==> config.mk <==
export PLATFORM = sky130hd
export DESIGN_NAME = mosq_frame_ctrl
export DESIGN_NICKNAME = d
export VERILOG_FILES = /design/src/rtl/mosq_pkg.sv /design/src/rtl/mosq_decim2.sv /design/src/rtl/mosq_frame_ctrl.sv
export SDC_FILE = /design/constraint.sdc
export NUM_CORES = 1
export LEC_CHECK = 0
export ABC_AREA = 1
export BUFFER_PORTS_ARGS = -buffer_cell sky130_fd_sc_hd__clkbuf_2
export CAP_MARGIN = 20
export CORE_UTILIZATION = 25
export CTS_CLUSTER_SIZE = 12
export DETAILED_ROUTE_END_ITERATION = 6
export GPL_TIMING_DRIVEN = 0
export PLACE_DENSITY_LB_ADDON = 0.2
export SETUP_SLACK_MARGIN = 0.3
export SLEW_MARGIN = 15
export SYNTH_ARGS = -nofsm -noshare
export SYNTH_HDL_FRONTEND = slang
export SYNTH_SLANG_ARGS = --single-unit
==> constraint.sdc <==
create_clock -name clk -period 3.5 [get_ports clk]
set_clock_uncertainty 0.15 [all_clocks]
set_input_delay 0.525 -clock clk [delete_from_list [all_inputs] [get_ports clk]]
set_output_delay 0.525 -clock clk [all_outputs]
set_load 0.05 [all_outputs]
==> src/rtl/mosq_pkg.sv <==
// Shared types and constants for the mosquito-detection front-end sequencer.
package mosq_pkg;

   localparam int unsigned SAMPLE_W = 16;
   localparam int unsigned CNT_W    = 16;

   typedef enum logic [2:0] {
      S_IDLE,
      S_PRIME,
      S_CAPTURE,
      S_WAIT_RES,
      S_HOLDOFF
   } state_t;

   // Bits needed to hold 0..n-1; never less than one bit.
   function automatic int unsigned cnt_width(input int unsigned n);
      int unsigned w;
      w = 1;
      while ((32'd1 << w) < n) w++;
      return w;
   endfunction

endpackage

==> src/rtl/mosq_decim2.sv <==
// 2:1 pair averager: the second sample of each pair emits (a+b)>>>1 combinationally.
module mosq_decim2
   import mosq_pkg::*;
(
   input  logic                clk,
   input  logic                rst,
   input  logic                clr,
   input  logic [SAMPLE_W-1:0] in_data,
   input  logic                in_vld,
   output logic [SAMPLE_W-1:0] out_data,
   output logic                out_vld
);

   logic                phase;
   logic [SAMPLE_W-1:0] first;
   logic [SAMPLE_W:0]   sum;

   always_comb begin
      sum = {first[SAMPLE_W-1], first} + {in_data[SAMPLE_W-1], in_data};
   end

   assign out_data = sum[SAMPLE_W:1];
   assign out_vld  = in_vld && phase;

   always_ff @(posedge clk or posedge rst) begin
      if (rst) begin
         phase <= 1'b0;
         first <= '0;
      end else if (clr) begin
         phase <= 1'b0;
      end else if (in_vld) begin
         phase <= !phase;
         if (!phase) first <= in_data;
      end
   end

endmodule

==> src/rtl/mosq_frame_ctrl.sv <==
// Frame sequencer: PRIME -> CAPTURE -> WAIT_RES -> HOLDOFF, one frame in flight.
// Build option MOSQ_FRAME_DECIM_EN inserts a 2:1 pair averager ahead of forwarding.
module mosq_frame_ctrl
   import mosq_pkg::*;
#(
   parameter int unsigned FRAME_LEN = 64,
   parameter int unsigned PRIME_LEN = 16,
   parameter int unsigned TIMEOUT   = 4096,
   parameter int unsigned HOLDOFF   = 8
) (
   input  logic                clk,
   input  logic                rst,
   input  logic                enable,
   input  logic [SAMPLE_W-1:0] adc_data,
   input  logic                adc_vld,
   input  logic                res_vld,
   output logic [SAMPLE_W-1:0] pipe_din,
   output logic                pipe_in_en,
   output logic                pipe_frame,
   output logic                busy,
   output logic [CNT_W-1:0]    frame_cnt,
   output logic [CNT_W-1:0]    drop_cnt,
   output logic                timeout_err
);

   localparam int unsigned SCNT_W = cnt_width(FRAME_LEN);
   localparam int unsigned TCNT_W = cnt_width(TIMEOUT);
   localparam int unsigned HCNT_W = cnt_width(HOLDOFF);

   state_t              state, state_nxt;
   logic [SCNT_W-1:0]   sample_cnt;
   logic [TCNT_W-1:0]   tmo_cnt;
   logic [HCNT_W-1:0]   hold_cnt;
   logic                enable_q;
   logic                active;
   logic                fwd_vld;
   logic [SAMPLE_W-1:0] fwd_data;
   logic                last_prime, decided, timed_out;

   assign active = (state == S_PRIME) || (state == S_CAPTURE);
   assign busy   = (state != S_IDLE);

`ifdef MOSQ_FRAME_DECIM_EN
   // Pairing is held cleared outside PRIME/CAPTURE, so every PRIME entry starts a fresh pair.
   mosq_decim2 u_decim (
      .clk      (clk),
      .rst      (rst),
      .clr      (!active),
      .in_data  (adc_data),
      .in_vld   (adc_vld && active),
      .out_data (fwd_data),
      .out_vld  (fwd_vld)
   );
`else
   assign fwd_data = adc_data;
   assign fwd_vld  = adc_vld && active;
`endif

   always_ff @(posedge clk or posedge rst) begin
      if (rst) state <= S_IDLE;
      else     state <= state_nxt;
   end

   always_comb begin
      state_nxt  = state;
      last_prime = 1'b0;
      decided    = 1'b0;
      timed_out  = 1'b0;
      case (state)
         S_IDLE:
            if (enable) state_nxt = S_PRIME;
         S_PRIME:
            if (fwd_vld && sample_cnt == SCNT_W'(PRIME_LEN - 1)) begin
               last_prime = 1'b1;
               state_nxt  = S_CAPTURE;
            end
         S_CAPTURE:
            if (fwd_vld && sample_cnt == SCNT_W'(FRAME_LEN - 1)) state_nxt = S_WAIT_RES;
         S_WAIT_RES:
            // A decision arriving in the expiry cycle takes precedence over the timeout.
            if (res_vld) begin
               decided   = 1'b1;
               state_nxt = S_HOLDOFF;
            end else if (tmo_cnt == TCNT_W'(TIMEOUT - 1)) begin
               timed_out = 1'b1;
               state_nxt = S_HOLDOFF;
            end
         S_HOLDOFF:
            if (hold_cnt == HCNT_W'(HOLDOFF - 1)) state_nxt = enable ? S_PRIME : S_IDLE;
         default:
            state_nxt = S_IDLE;
      endcase
   end

   always_ff @(posedge clk or posedge rst) begin
      if (rst) begin
         pipe_din    <= '0;
         pipe_in_en  <= 1'b0;
         pipe_frame  <= 1'b0;
         sample_cnt  <= '0;
         tmo_cnt     <= '0;
         hold_cnt    <= '0;
         frame_cnt   <= '0;
         drop_cnt    <= '0;
         timeout_err <= 1'b0;
         enable_q    <= 1'b0;
      end else begin
         enable_q   <= enable;
         pipe_din   <= fwd_data;
         pipe_in_en <= fwd_vld;
         pipe_frame <= (state == S_CAPTURE);

         if (!active || last_prime) sample_cnt <= '0;
         else if (fwd_vld)          sample_cnt <= sample_cnt + SCNT_W'(1);

         if (state != S_WAIT_RES) tmo_cnt <= '0;
         else                     tmo_cnt <= tmo_cnt + TCNT_W'(1);

         if (state != S_HOLDOFF) hold_cnt <= '0;
         else                    hold_cnt <= hold_cnt + HCNT_W'(1);

         if (decided) frame_cnt <= frame_cnt + CNT_W'(1);

         if (adc_vld && !active && drop_cnt != '1) drop_cnt <= drop_cnt + CNT_W'(1);

         if (timed_out)                timeout_err <= 1'b1;
         else if (enable && !enable_q) timeout_err <= 1'b0;
      end
   end

endmodule

==> reports/summary.txt <==
combinational share of power: 0.355
largest net degree at the start of global routing: 44
layout cells sized above 1: 0.2406
via count: 2,897
Boundary Pins: 73
Worst Path Arrival: 1.39 ns
Root Driver: clkbuf_16
FF-to-FF End: drop_cnt[15]
synthesis-stage register bit count: 76
crit end category: output pin
worst min-delay path class: in2async
register area share after synthesis: 0.5245
Final Hold Viols: 0
ys async rst share: 1.000
grt ovf: 0
H-tree Lvls: 3
HPWL Detailed: 5865 um
Slew @ Worst Pin: 0.4654 ns
max frequency: 483.7 MHz
status: complete, no violations
nets@finish: 529
Max Cap Viol: 0
Sw Ratio: 0.4173
Resized Gates After CTS: 0
ys flop type: dfrtp_1
post-CTS setup buffers: 0
GRT Util Overall: 0.1153
critical path data required time: 2.82 ns
P per Cell Area: 720.2 nW/um^2
Yosys cell types: 29
chip width: 122.4 um
Tmin final: 2.067 ns
Site Rows: 43
RSZ-0062 raised after global routing: no
Core Region: 13,990 sq um
final setup fails: 0
commonest non-fill, non-tap cell in the layout: nand2_1
hold_buf cts: 0
die height: 122.4 um
Inserted Diodes: 0
final period utilization: 0.5907
setup TNS: 0 ns
Num CTS Buffers: 9
most frequent cells in the layout: nand2_1 (115), dfrtp_1 (76), clkbuf_2 (72), nor2_1 (46), inv_1 (43)
Worst setup SP type: flop
Clock transition at path regs: 0.06 ns
Seq pwr share: 0.358
Lkg Pwr: 2.262 nW
Syn Nets: 445
Post-Syn Instances: 418
layout overhead on the synthesized area: 25.33%
GP Congestion: 0.8195
P_sw: 1.366 mW
clock power share: 0.287
initial antenna violation count: 0
final WL: 7832 um
WL/cell: 11.40 um
Post-route DRC: 0
Critical R2R Launch: drop_cnt[0]
Clock Sinks: 76
clock latency on the worst-skew pair: 0.33 ns
Buffers on Ports: 72
Final Non-Filler Cells: 687
Starting Density: 0.2592
number of vias per cell: 4.217
R2R depth: 9
CTS tree: built
die area: 14,990 sq um
global-route wire length before repair: 13,280 um
Slew Limit Fails: 0
DRT antenna net count: 0
vias in the first global route: 2,830
clock tree buffer depth: 2
Setup CP Type: reg2out
Post-Syn Area: 3626 sq um
# placed instances: 671
syn avg cell area: 8.675 sq um
Yosys warning count: 0
Internal: 1.907 mW
Post-synth EDFFs: 0
Max-slew headroom: 0.6898
Starting DRT DRC Count: 184
drt pass-1 iters: 6
Reg2Reg Setup Slack: 1.68 ns
critical path peak fanout: 5
maximum vdd drop: 244.6 uV
-- power by group through the flow --
stage               clock [mW]  combinational [mW]  sequential (mW)
finish                   0.940                1.16             1.17
global route              1.01                1.29             1.20
CTS                      0.972                1.18             1.18
detailed placement           0                1.18             1.19
global placement             0                1.17             1.19
floorplan                    0               0.563             1.50
-- stage by stage --
stage | total power, mW | area, sq um | worst slack [ns] | hold slack, ns | utilization
after CTS | 3.327 | 4544 | 1.407 | 0.07270 | 0.3249
after global routing | 3.493 | 4544 | 1.372 | 0.1039 | 0.3249
after detailed placement | 2.369 | 4242 | 1.672 | 0.2893 | 0.3032
after global placement | 2.353 | 4212 | -0.1947 | 0.2716 | 0.3011
after floorplan | 2.068 | 3626 | 0.8867 | 0.2599 | -
final | 3.273 | 4544 | 1.433 | 0.05504 | 0.3249
-- kinds of logic (layout without fill, tap and decap cells) --
kind of cell             Yosys count  in the layout  synth area share
AO/OA/AOI/OAI                     32             32           0.04935
buffers and inverters             53            142           0.06108
XOR/XNOR                          29             29           0.07005
adder cells (fa/ha/maj)            6              6           0.02070
AND/OR/NAND/NOR                  222            222            0.2743
flip-flops                        76             76            0.5245
-- routing by layer --
metal  GRT usage  part of all wire  vias up
met5           0                 0        -
met4     0.06707             0.026        0
met3     0.01905             0.030       12
met2      0.1924              0.49       47
met1      0.1398              0.46     1346
li1            -                 -     1492
-- area by class of cell --
| class | instances | area, sq um |
|---|---|---|
| Clock buffer | 11 | 252.7 |
| Fill cell | 1461 | 9444 |
| Multi-Input combinational cell | 289 | 1503 |
| Buffer | 4 | 35.03 |
| Inverter | 49 | 188.9 |
| Timing Repair Buffer | 73 | 387.9 |
| Sequential cell | 76 | 1902 |
| Clock inverter | 5 | 50.05 |
| Tap cell | 180 | 225.2 |
-- critical path, stage by stage (launching register included) --
cell and delay [ns]:
dfrtp_1 0.44, nor2_1 0.24, nand2_1 0.13, clkbuf_2 0.26
-- worst max-delay path by stage --
stage                     start      endpoint  slack [ns]
floorplan                   rst   drop_cnt[0]        0.89
global placement            rst   hold_cnt[0]       -0.19
detailed placement  drop_cnt[0]  drop_cnt[15]        1.67
CTS                    state[1]          busy        1.41
global route           state[1]          busy        1.37
finish                 state[1]          busy        1.43
-- synthesized netlist by cell type (2+ instances only) --
| cell | n | share of area |
|---|---|---|
| xnor2_1 | 13 | 0.031 |
| nor3_2 | 2 | 0.0055 |
| buf_6 | 2 | 0.0062 |
| ha_1 | 6 | 0.021 |
| nand3b_1 | 3 | 0.0062 |
| o21ai_2 | 3 | 0.0072 |
| nand3_2 | 6 | 0.017 |
| nor2_1 | 46 | 0.048 |
| nor2_2 | 5 | 0.0086 |
| o21ai_0 | 11 | 0.015 |
| nor3_1 | 6 | 0.0083 |
| nand3_1 | 22 | 0.030 |
| inv_1 | 44 | 0.046 |
| xor2_1 | 16 | 0.039 |
| inv_2 | 4 | 0.0041 |
| a21oi_1 | 9 | 0.012 |
| o21ai_1 | 6 | 0.0083 |
| nand2_2 | 5 | 0.0086 |
| nand2_1 | 115 | 0.12 |
| nand4_1 | 10 | 0.017 |
| dfrtp_1 | 76 | 0.52 |
-- flip-flops by register name, summed over array words and instances, names as in the netlist --
register / count
state: 3
sample_cnt: 6
frame_cnt: 16
pipe_din: 16
hold_cnt: 3
enable_q: 1
tmo_cnt: 12
drop_cnt: 16
timeout_err: 1
pipe_in_en: 1
pipe_frame: 1
Power figures use the tool's default switching activity.
